[config.mk]
export PLATFORM = sky130hd
export DESIGN_NAME = aer_in_receiver
export DESIGN_NICKNAME = d
export VERILOG_FILES = /design/src/rtl/aer_in_receiver.sv
export SDC_FILE = /design/constraint.sdc
export NUM_CORES = 1
export LEC_CHECK = 0
export ABC_AREA = 1
export CORE_MARGIN = 4
export CORE_UTILIZATION = 53
export CTS_BUF_LIST = sky130_fd_sc_hd__clkbuf_8
export CTS_CLUSTER_DIAMETER = 150
export CTS_CLUSTER_SIZE = 10
export DETAILED_ROUTE_END_ITERATION = 16
export DONT_BUFFER_PORTS = 1
export PLACE_DENSITY = 0.71
export SLEW_MARGIN = 20
export SYNTH_ARGS = -nofsm -noshare
export SYNTH_HDL_FRONTEND = slang
export SYNTH_SLANG_ARGS = --single-unit
[constraint.sdc]
create_clock -name CLK -period 2.2 [get_ports CLK]
set_input_delay 0.33 -clock CLK [delete_from_list [all_inputs] [get_ports CLK]]
set_output_delay 0.33 -clock CLK [all_outputs]
set_load 0.03 [all_outputs]
[src/rtl/aer_in_receiver.sv]
// aer_in_receiver: receiving end of the on-chip 4-phase AER link.
// Completes the REQ/ACK handshake, captures the (M+2)-bit event address and
// buffers {type, neuron address} in a first-word-fall-through FIFO that the
// scheduler drains over a valid/ready port. A full FIFO withholds ACK, so
// events are never dropped.
// Optional feature macro: AER_IN_SYNC_EN adds a 2-flop synchronizer on AER_REQ_i.
module aer_in_receiver #(
  parameter int N          = 256,
  parameter int M          = 8,
  parameter int FIFO_DEPTH = 4,
  parameter int CNT_W      = 16
) (
  input  logic             CLK,
  input  logic             RSTN,
  input  logic             start_i,
  input  logic [M+1:0]     AER_ADDR_i,
  input  logic             AER_REQ_i,
  output logic             AER_ACK_o,
  output logic             EVT_VALID_o,
  input  logic             EVT_READY_i,
  output logic [1:0]       EVT_TYPE_o,
  output logic [M-1:0]     EVT_ADDR_o,
  output logic             FIFO_full_o,
  output logic [CNT_W-1:0] evt_cnt_o
);

  localparam int PW = $clog2(FIFO_DEPTH);
  localparam int CW = PW + 1;

  if (N != (1 << M)) begin : g_bad_n
    $error("aer_in_receiver: N must equal 2**M");
  end
  if ((FIFO_DEPTH < 2) || (FIFO_DEPTH != (1 << PW))) begin : g_bad_depth
    $error("aer_in_receiver: FIFO_DEPTH must be a power of two >= 2");
  end

  typedef enum logic {IDLE, ACKED} state_t;

  logic req_s;

`ifdef AER_IN_SYNC_EN
  logic req_meta_q, req_sync_q;

  // Two-flop synchronizer for a REQ arriving from another clock domain
  always_ff @(posedge CLK or negedge RSTN) begin
    if (!RSTN) begin
      req_meta_q <= 1'b0;
      req_sync_q <= 1'b0;
    end else begin
      req_meta_q <= AER_REQ_i;
      req_sync_q <= req_meta_q;
    end
  end

  assign req_s = req_sync_q;
`else
  assign req_s = AER_REQ_i;
`endif

  state_t           state_q, state_d;
  logic             ack_q, ack_d;
  logic [M+1:0]     addr_q, addr_d;
  logic             pend_q, pend_d;
  logic [CNT_W-1:0] cnt_q, cnt_d;
  logic [PW-1:0]    wr_ptr_q, wr_ptr_d;
  logic [PW-1:0]    rd_ptr_q, rd_ptr_d;
  logic [CW-1:0]    count_q, count_d;
  logic [PW-1:0]    wr_idx;
  logic             cnt_inc;
  logic             full, empty, pop, wr;
  logic [M+1:0]     mem_q [FIFO_DEPTH];
  logic [M+1:0]     head;

  assign full  = (count_q == CW'(FIFO_DEPTH));
  assign empty = (count_q == '0);
  assign pop   = !empty && EVT_READY_i;
  // The address captured on the ACK edge lands in the FIFO one edge later,
  // which is why VALID trails ACK by one cycle. The FSM cannot re-enter IDLE
  // before that write lands, so the full flag it sees is always current.
  assign wr    = pend_q;

  // Handshake FSM, saturating event counter and FIFO pointer/occupancy update
  always_comb begin
    state_d  = state_q;
    ack_d    = ack_q;
    addr_d   = addr_q;
    pend_d   = 1'b0;
    cnt_inc  = 1'b0;
    cnt_d    = cnt_q;
    wr_idx   = wr_ptr_q;
    wr_ptr_d = wr_ptr_q;
    rd_ptr_d = rd_ptr_q;
    count_d  = count_q;

    case (state_q)
      IDLE: begin
        if (req_s && !full) begin
          state_d = ACKED;
          ack_d   = 1'b1;
          addr_d  = AER_ADDR_i;
          pend_d  = 1'b1;
          cnt_inc = 1'b1;
        end
      end
      ACKED: begin
        if (!req_s) begin
          state_d = IDLE;
          ack_d   = 1'b0;
        end
      end
      default: begin
        state_d = IDLE;
        ack_d   = 1'b0;
      end
    endcase

    // start_i keeps an event that is being pushed (or is in flight) on the
    // same edge, so counter and FIFO both restart at exactly that one event.
    if (start_i) begin
      cnt_d    = (cnt_inc || wr) ? CNT_W'(1) : '0;
      wr_idx   = '0;
      wr_ptr_d = wr ? PW'(1) : '0;
      rd_ptr_d = '0;
      count_d  = wr ? CW'(1) : '0;
    end else begin
      if (cnt_inc && (cnt_q != '1)) begin
        cnt_d = cnt_q + CNT_W'(1);
      end
      wr_ptr_d = wr_ptr_q + PW'(wr);
      rd_ptr_d = rd_ptr_q + PW'(pop);
      count_d  = count_q + CW'(wr) - CW'(pop);
    end
  end

  // All control state; reset drops ACK asynchronously and empties the FIFO
  always_ff @(posedge CLK or negedge RSTN) begin
    if (!RSTN) begin
      state_q  <= IDLE;
      ack_q    <= 1'b0;
      addr_q   <= '0;
      pend_q   <= 1'b0;
      cnt_q    <= '0;
      wr_ptr_q <= '0;
      rd_ptr_q <= '0;
      count_q  <= '0;
    end else begin
      state_q  <= state_d;
      ack_q    <= ack_d;
      addr_q   <= addr_d;
      pend_q   <= pend_d;
      cnt_q    <= cnt_d;
      wr_ptr_q <= wr_ptr_d;
      rd_ptr_q <= rd_ptr_d;
      count_q  <= count_d;
    end
  end

  // FIFO storage; contents are meaningful only where occupancy covers them
  always_ff @(posedge CLK) begin
    if (wr) begin
      mem_q[wr_idx] <= addr_q;
    end
  end

  assign head        = mem_q[rd_ptr_q];
  assign AER_ACK_o   = ack_q;
  assign EVT_VALID_o = !empty;
  assign EVT_TYPE_o  = empty ? '0 : head[M+1:M];
  assign EVT_ADDR_o  = empty ? '0 : head[M-1:0];
  assign FIFO_full_o = full;
  assign evt_cnt_o   = cnt_q;

endmodule

==> results of run 1 <==
[area by class of cell]
class,count,area share (%)
sequential,76,51.5
multi-input combinational,265,31.9
timing repair buffer,31,6.07
clock buffer,9,3.03
inverter,30,2.85
tap,77,2.36
clock inverter,7,2.27
[through the flow]
stage / hold WS [ns] / setup slack [ns] / cell area [µm²]
global placement: 0.0360 / 0.236 / 3830
finish: 0.0559 / 0.129 / 4080
floorplan: 0.0344 / 0.0658 / 3590
CTS: 0.0376 / 0.124 / 4080
global route: 0.0321 / 0.0200 / 4080
detailed placement: 0.0365 / 0.160 / 3830
[power groups by stage]
stage | clock, µW | combinational [µW] | sequential [µW]
after floorplan | 0 | 1140 | 2110
after global placement | 0 | 1590 | 2110
after detailed placement | 0 | 1620 | 2130
after CTS | 1160 | 1660 | 2100
after global routing | 1230 | 1830 | 2150
final | 1140 | 1640 | 2110
[layer usage]
layer	track usage, %	up-vias	share of wire, %
met3	4.09	12	4.5
met1	25.9	1235	49
met5	0	-	0
li1	-	1308	-
met4	7.78	0	1.8
met2	28.4	53	45
[critical path, stage by stage (launching register included)]
cell	delay (ns)
dfrtp_1	0.40
or2_4	0.26
nor2_4	0.08
nor2_1	0.06
ha_1	0.27
inv_1	0.05
ha_1	0.14
inv_1	0.05
fa_1	0.38
and3_1	0.18
nor3_1	0.12
[what timing repair did]
action                     CTS  global route
hold buffers                 2             0
gates resized for setup      0             1
hold endpoints to repair    36             0
setup endpoints to repair    0             1
[cell usage after synthesis, types with 2 or more instances]
library cell  number
nor2_4             2
buf_2              5
nand3_1           20
inv_1             26
nor2_2             5
o21ai_1            4
clkbuf_1           4
inv_2              3
nand4_1            3
o21ai_2            2
edfxtp_1          40
nor2_1            63
nand2_2            4
ha_1               5
o21ai_0           23
xnor2_1            2
buf_1              2
nand2_1           97
xor2_1             6
nor3_1             4
a21oi_1           14
nand3_2            4
dfrtp_1           36
[worst paths after layout]
| check | start | end | slack [ns] | cells past startpoint |
|---|---|---|---|---|
| min in group asynchronous | RSTN | evt_cnt_o[4] | 0.43 | 2 |
| max | count_q[2] | count_q[2] | 0.13 | 10 |
| max reg2reg | count_q[2] | count_q[2] | 0.13 | 10 |
| max in group asynchronous | RSTN | evt_cnt_o[11] | 1.57 | 2 |
| min reg2reg | state_q | AER_ACK_o | 0.50 | 1 |
| min | start_i | count_q[1] | 0.06 | 1 |
[state kept, by name, summed over array words and instances (netlist names)]
name	cells
AER_ACK_o	1
addr_q	10
count_q	3
evt_cnt_o	16
mem_q	40
pend_q	1
rd_ptr_q	2
state_q	1
wr_ptr_q	2
[logic make-up after synthesis]
family / after synthesis / synth area share (%)
buffers and inverters: 42 / 4.91
AND/OR/NAND/NOR: 207 / 25.5
AO/OA/AOI/OAI: 44 / 6.45
adder cells (fa/ha/maj): 6 / 2.31
XOR/XNOR: 8 / 1.96
flip-flops: 76 / 58.9
==> out/results.ini, run 1 <==
[run_status]
status=complete, no violations

[timing]
skew_ns=0.00916
post-route-min-period_ns=2.07
setup_viol=0
hold_viol=0
tns_ns=0
final_max_slew_viol_count=0
relSlewSlack_pct=67.6
worst_slew_pin_slew_ns=0.487
grt_setup_unrepaired=no
fmax_mhz=483
fin_crit_sh_pct=94.1

[placed_design]
placed_cells=477
portBuffers=0
hpwl_um=4940
gp_congestion=0.809

[cts]
cts_tree=yes
h-tree-depth=3
clock_sinks=76
cts.path.max_buffers=2
clk_pin_slew_worst_paths_ns=0.07
cts_setup_buffers=0
root_buffer=clkbuf_8
cts_buffers=9
insertion_delay_ns=0.34

[synthesis]
ys_top_cells_by_area=edfxtp_1 34%, dfrtp_1 25%, nand2_1 10%
synth_edf_count=40
ys_async_sr_fraction_pct=47.4
synth.distinct_cells=32
ys.flop_type=edfxtp_1
synth_top_area_share_pct=33.6
syn_nets=404
ys_ff_latch=76
synth_warnings=0
yosysTopAreaCell=edfxtp_1
synthCells=383
avgSynthCellArea_um2=9.32
synth-seq-area-share_pct=58.9
synth_area_mm2=0.00357

[die]
ios=44
rows=29
fp.dieW_um=90.1
die-area_mm2=0.00811
fp.dieH_um=90.1
coreArea_mm2=0.00646
initial_core_util_pct=55.3

[power]
power_density_mw_per_mm2=1200
p_leak_uw=0.00180
sw_frac_of_total_pct=37.4
ir_worst_vdd_mv=0.775
p_comb_share_pct=33.5
clock_power_share_pct=23.4
p_seq_share_pct=43.2
switchingPower_uw=1830
p_int_uw=3060
finalPower_uw=4890

[drt]
drtIter0Drc=186
drt_wl_total_um=7210
drtAntennaViolNets=0
wl_per_cell_um=14.6
drc_errors=0
via_count=2608
drtPass1Iterations=4
via_per_inst=5.27

[hold_path]
min_path_type=in2reg

[global_routing]
grt_overflow=0
antenna_found_initial=0
grt_pass1_vias=2499
grt_usage_pct=18.6
grt_max_degree=37
grt_first_pass_wirelength_um=12100

[final_layout]
n_antenna_cell=0
fillers=544
drive_above_1_share_pct=16.7
final_cell_mix=97 x nand2_1, 62 x nor2_1, 40 x edfxtp_1, 36 x dfrtp_1, 29 x buf_4
seq_area_mm2=0.00210
final_util_pct=63.2
final_cells=495
layout_commonest_cell=nand2_1
multiInputGateArea_mm2=0.00130
area_delta_synth_final_pct=14.3
finalNetCount=434

[setup_path]
worst-path-max-fanout=3
critical_path.startpoint_type=flip-flop
required_ns=2.45
arrival_ns=2.32
worstSetupPathType=reg2reg
critPathCaptureType=flip-flop

[job]
cap_violations=0

Note: power is estimated with default switching activity, not from simulation.
==> run 2: changes to the inputs <==
PLACE_DENSITY = 0.68   (was 0.71)
clock period = 2.6 ns   (was 2.2 ns; I/O delays follow)
==> out/results.ini, run 2 (synthesis gave the netlist of run 1 again) <==
[global_routing]
grt_max_degree=37  ; unchanged
grtUsageMet1_pct=26.5  ; +0.66 points
top_usage_layer=met2
grt.met2_usage_pct=27.8  ; -0.62 points
met3_usage_pct=4.51  ; +0.42 points
antenna_found_initial=0  ; unchanged
grt_usage_pct=18.6  ; about the same
grt_pass1_vias=2440  ; -2.4%
grt_overflow=0  ; unchanged
grt_first_pass_wirelength_um=12100  ; -0.34%

[power]
power_density_mw_per_mm2=1000  ; -16%
ir_worst_vdd_mv=0.675  ; -13%
p_leak_uw=0.00174  ; -3.6%

[timing]
grt_setup_unrepaired=no
setup_viol=0  ; unchanged
relSlewSlack_pct=65.9  ; -1.6 points
post-route-min-period_ns=2.23  ; +0.157 ns
final_max_slew_viol_count=0  ; unchanged
tns_ns=0  ; unchanged
hold_viol=0  ; unchanged
holdWs_ns=0.113  ; +0.0574 ns
fmax_mhz=449  ; -7.1%
skew_ns=0.0120  ; +0.00288 ns
fin_crit_sh_pct=85.7  ; -8.4 points
worst_slew_pin_slew_ns=0.510  ; +0.0237 ns

[final_layout]
finalNetCount=424  ; -2.3%
drive_above_1_share_pct=14.0  ; -2.8 points
final_cell_mix=97 x nand2_1, 63 x nor2_1, 40 x edfxtp_1, 36 x dfrtp_1, 27 x inv_1
n_antenna_cell=0  ; unchanged
top_register=mem_q
layout_commonest_cell=nand2_1
area_delta_synth_final_pct=11.1
largest_register_ffs=40  ; unchanged
stdcell_area_mm2=0.00397  ; -2.8%

[drt]
drc_errors=0  ; unchanged
drtAntennaViolNets=0  ; unchanged
via_count=2506  ; -3.9%
via_per_inst=5.17  ; -1.9%
wl_per_cell_um=14.5  ; -0.49%
drt_wl_total_um=7030  ; -2.5%
drtIter0Drc=127  ; -32%
drtPass1Iterations=5  ; +1

[hold_path]
min_path_type=in2reg
worstHoldPathCells=1  ; unchanged

[setup_path]
critical_path.startpoint_type=flip-flop
worstSetupPathType=reg2reg
arrival_ns=2.49  ; +0.17 ns
required_ns=2.86  ; +0.41 ns
critPathCaptureType=flip-flop
worst-path-max-fanout=4  ; +1
r2r_cells=10  ; unchanged

[die]
die-area_mm2=0.00811  ; unchanged
rows=29  ; unchanged
fp.dieW_um=90.1  ; unchanged
fp.dieH_um=90.1  ; unchanged
initial_core_util_pct=55.3  ; unchanged
coreArea_mm2=0.00646  ; unchanged
ios=44  ; unchanged

[placed_design]
postPlaceCellArea_mm2=0.00375  ; -2.2%
hpwl_um=4880  ; -1.2%
gp_congestion=0.848  ; +4.9%
portBuffers=0  ; unchanged

[cts]
cts_resized=0  ; unchanged
clock_sinks=76  ; unchanged
cts_buffers=9  ; unchanged
clk_pin_slew_worst_paths_ns=0.08  ; about the same
cts.path.max_buffers=2  ; unchanged
h-tree-depth=3  ; unchanged
cts_tree=yes
root_buffer=clkbuf_8
insertion_delay_ns=0.34  ; about the same

[job]
cap_violations=0  ; unchanged

[run_status]
status=complete, no violations

run 2: through the flow:
step | total power (µW) | cells | utilization (%) | worst slack (ns)
after global routing | 4250 | 485 | 61.4 | 0.225
after detailed placement | 3140 | 467 | 58.0 | 0.385
after global placement | 3100 | 467 | 58.0 | 0.465
final | 3970 | 485 | 61.4 | 0.372
after floorplan | 2710 | 383 | - | 0.294
after CTS | 4010 | 485 | 61.4 | 0.361
run 2: critical path, cell delays in order, from the launching register on:
cell     delay (ns)
dfrtp_1        0.42
or2_2          0.33
nor2_1         0.14
nor2_1         0.08
ha_1           0.27
inv_1          0.05
ha_1           0.13
inv_1          0.06
fa_1           0.38
and3_1         0.18
nor3_1         0.12
run 2: where the power goes:
group          switching (µW)  total [µW]  leakage [µW]  internal, µW
combinational             888        1320      0.000802           437
sequential                208        1790      0.000841          1580
clock                     411         849     0.0000945           438
total                    1510        3970       0.00174          2460
run 2: cell type report:
class,instances,area (µm²)
Timing Repair Buffer,21,173
Clock inverter,7,66.3
Inverter,30,113
Clock buffer,9,124
Tap cell,77,96.3
Fill cell,580,2490
Multi-Input combinational cell,265,1290
Sequential cell,76,2100
run 2: path summary, 6_finish.rpt:
kind                       slack [ns]          to  startpoint
setup / recovery                 0.37  count_q[2]  count_q[1]
hold / removal                   0.11  count_q[1]     start_i
setup reg to reg                 0.37  count_q[2]  count_q[1]
hold reg to reg                  0.48   AER_ACK_o     state_q
max in group asynchronous        1.91   addr_q[9]        RSTN
min in group asynchronous        0.50  count_q[1]        RSTN
run 2: what timing repair did:
action / 4_1_cts / 5_1_grt
setup buffers: 0 / 0
hold endpoints to repair: 36 / 0
hold buffers: 2 / 0
run 2: per-layer routing:
layer,part of all wire (%),wire length [µm],vias up
met2,45,3160,65
met5,0,0,-
met3,6.7,472,5
li1,-,-,1288
met1,48,3350,1148
met4,0.60,42,0
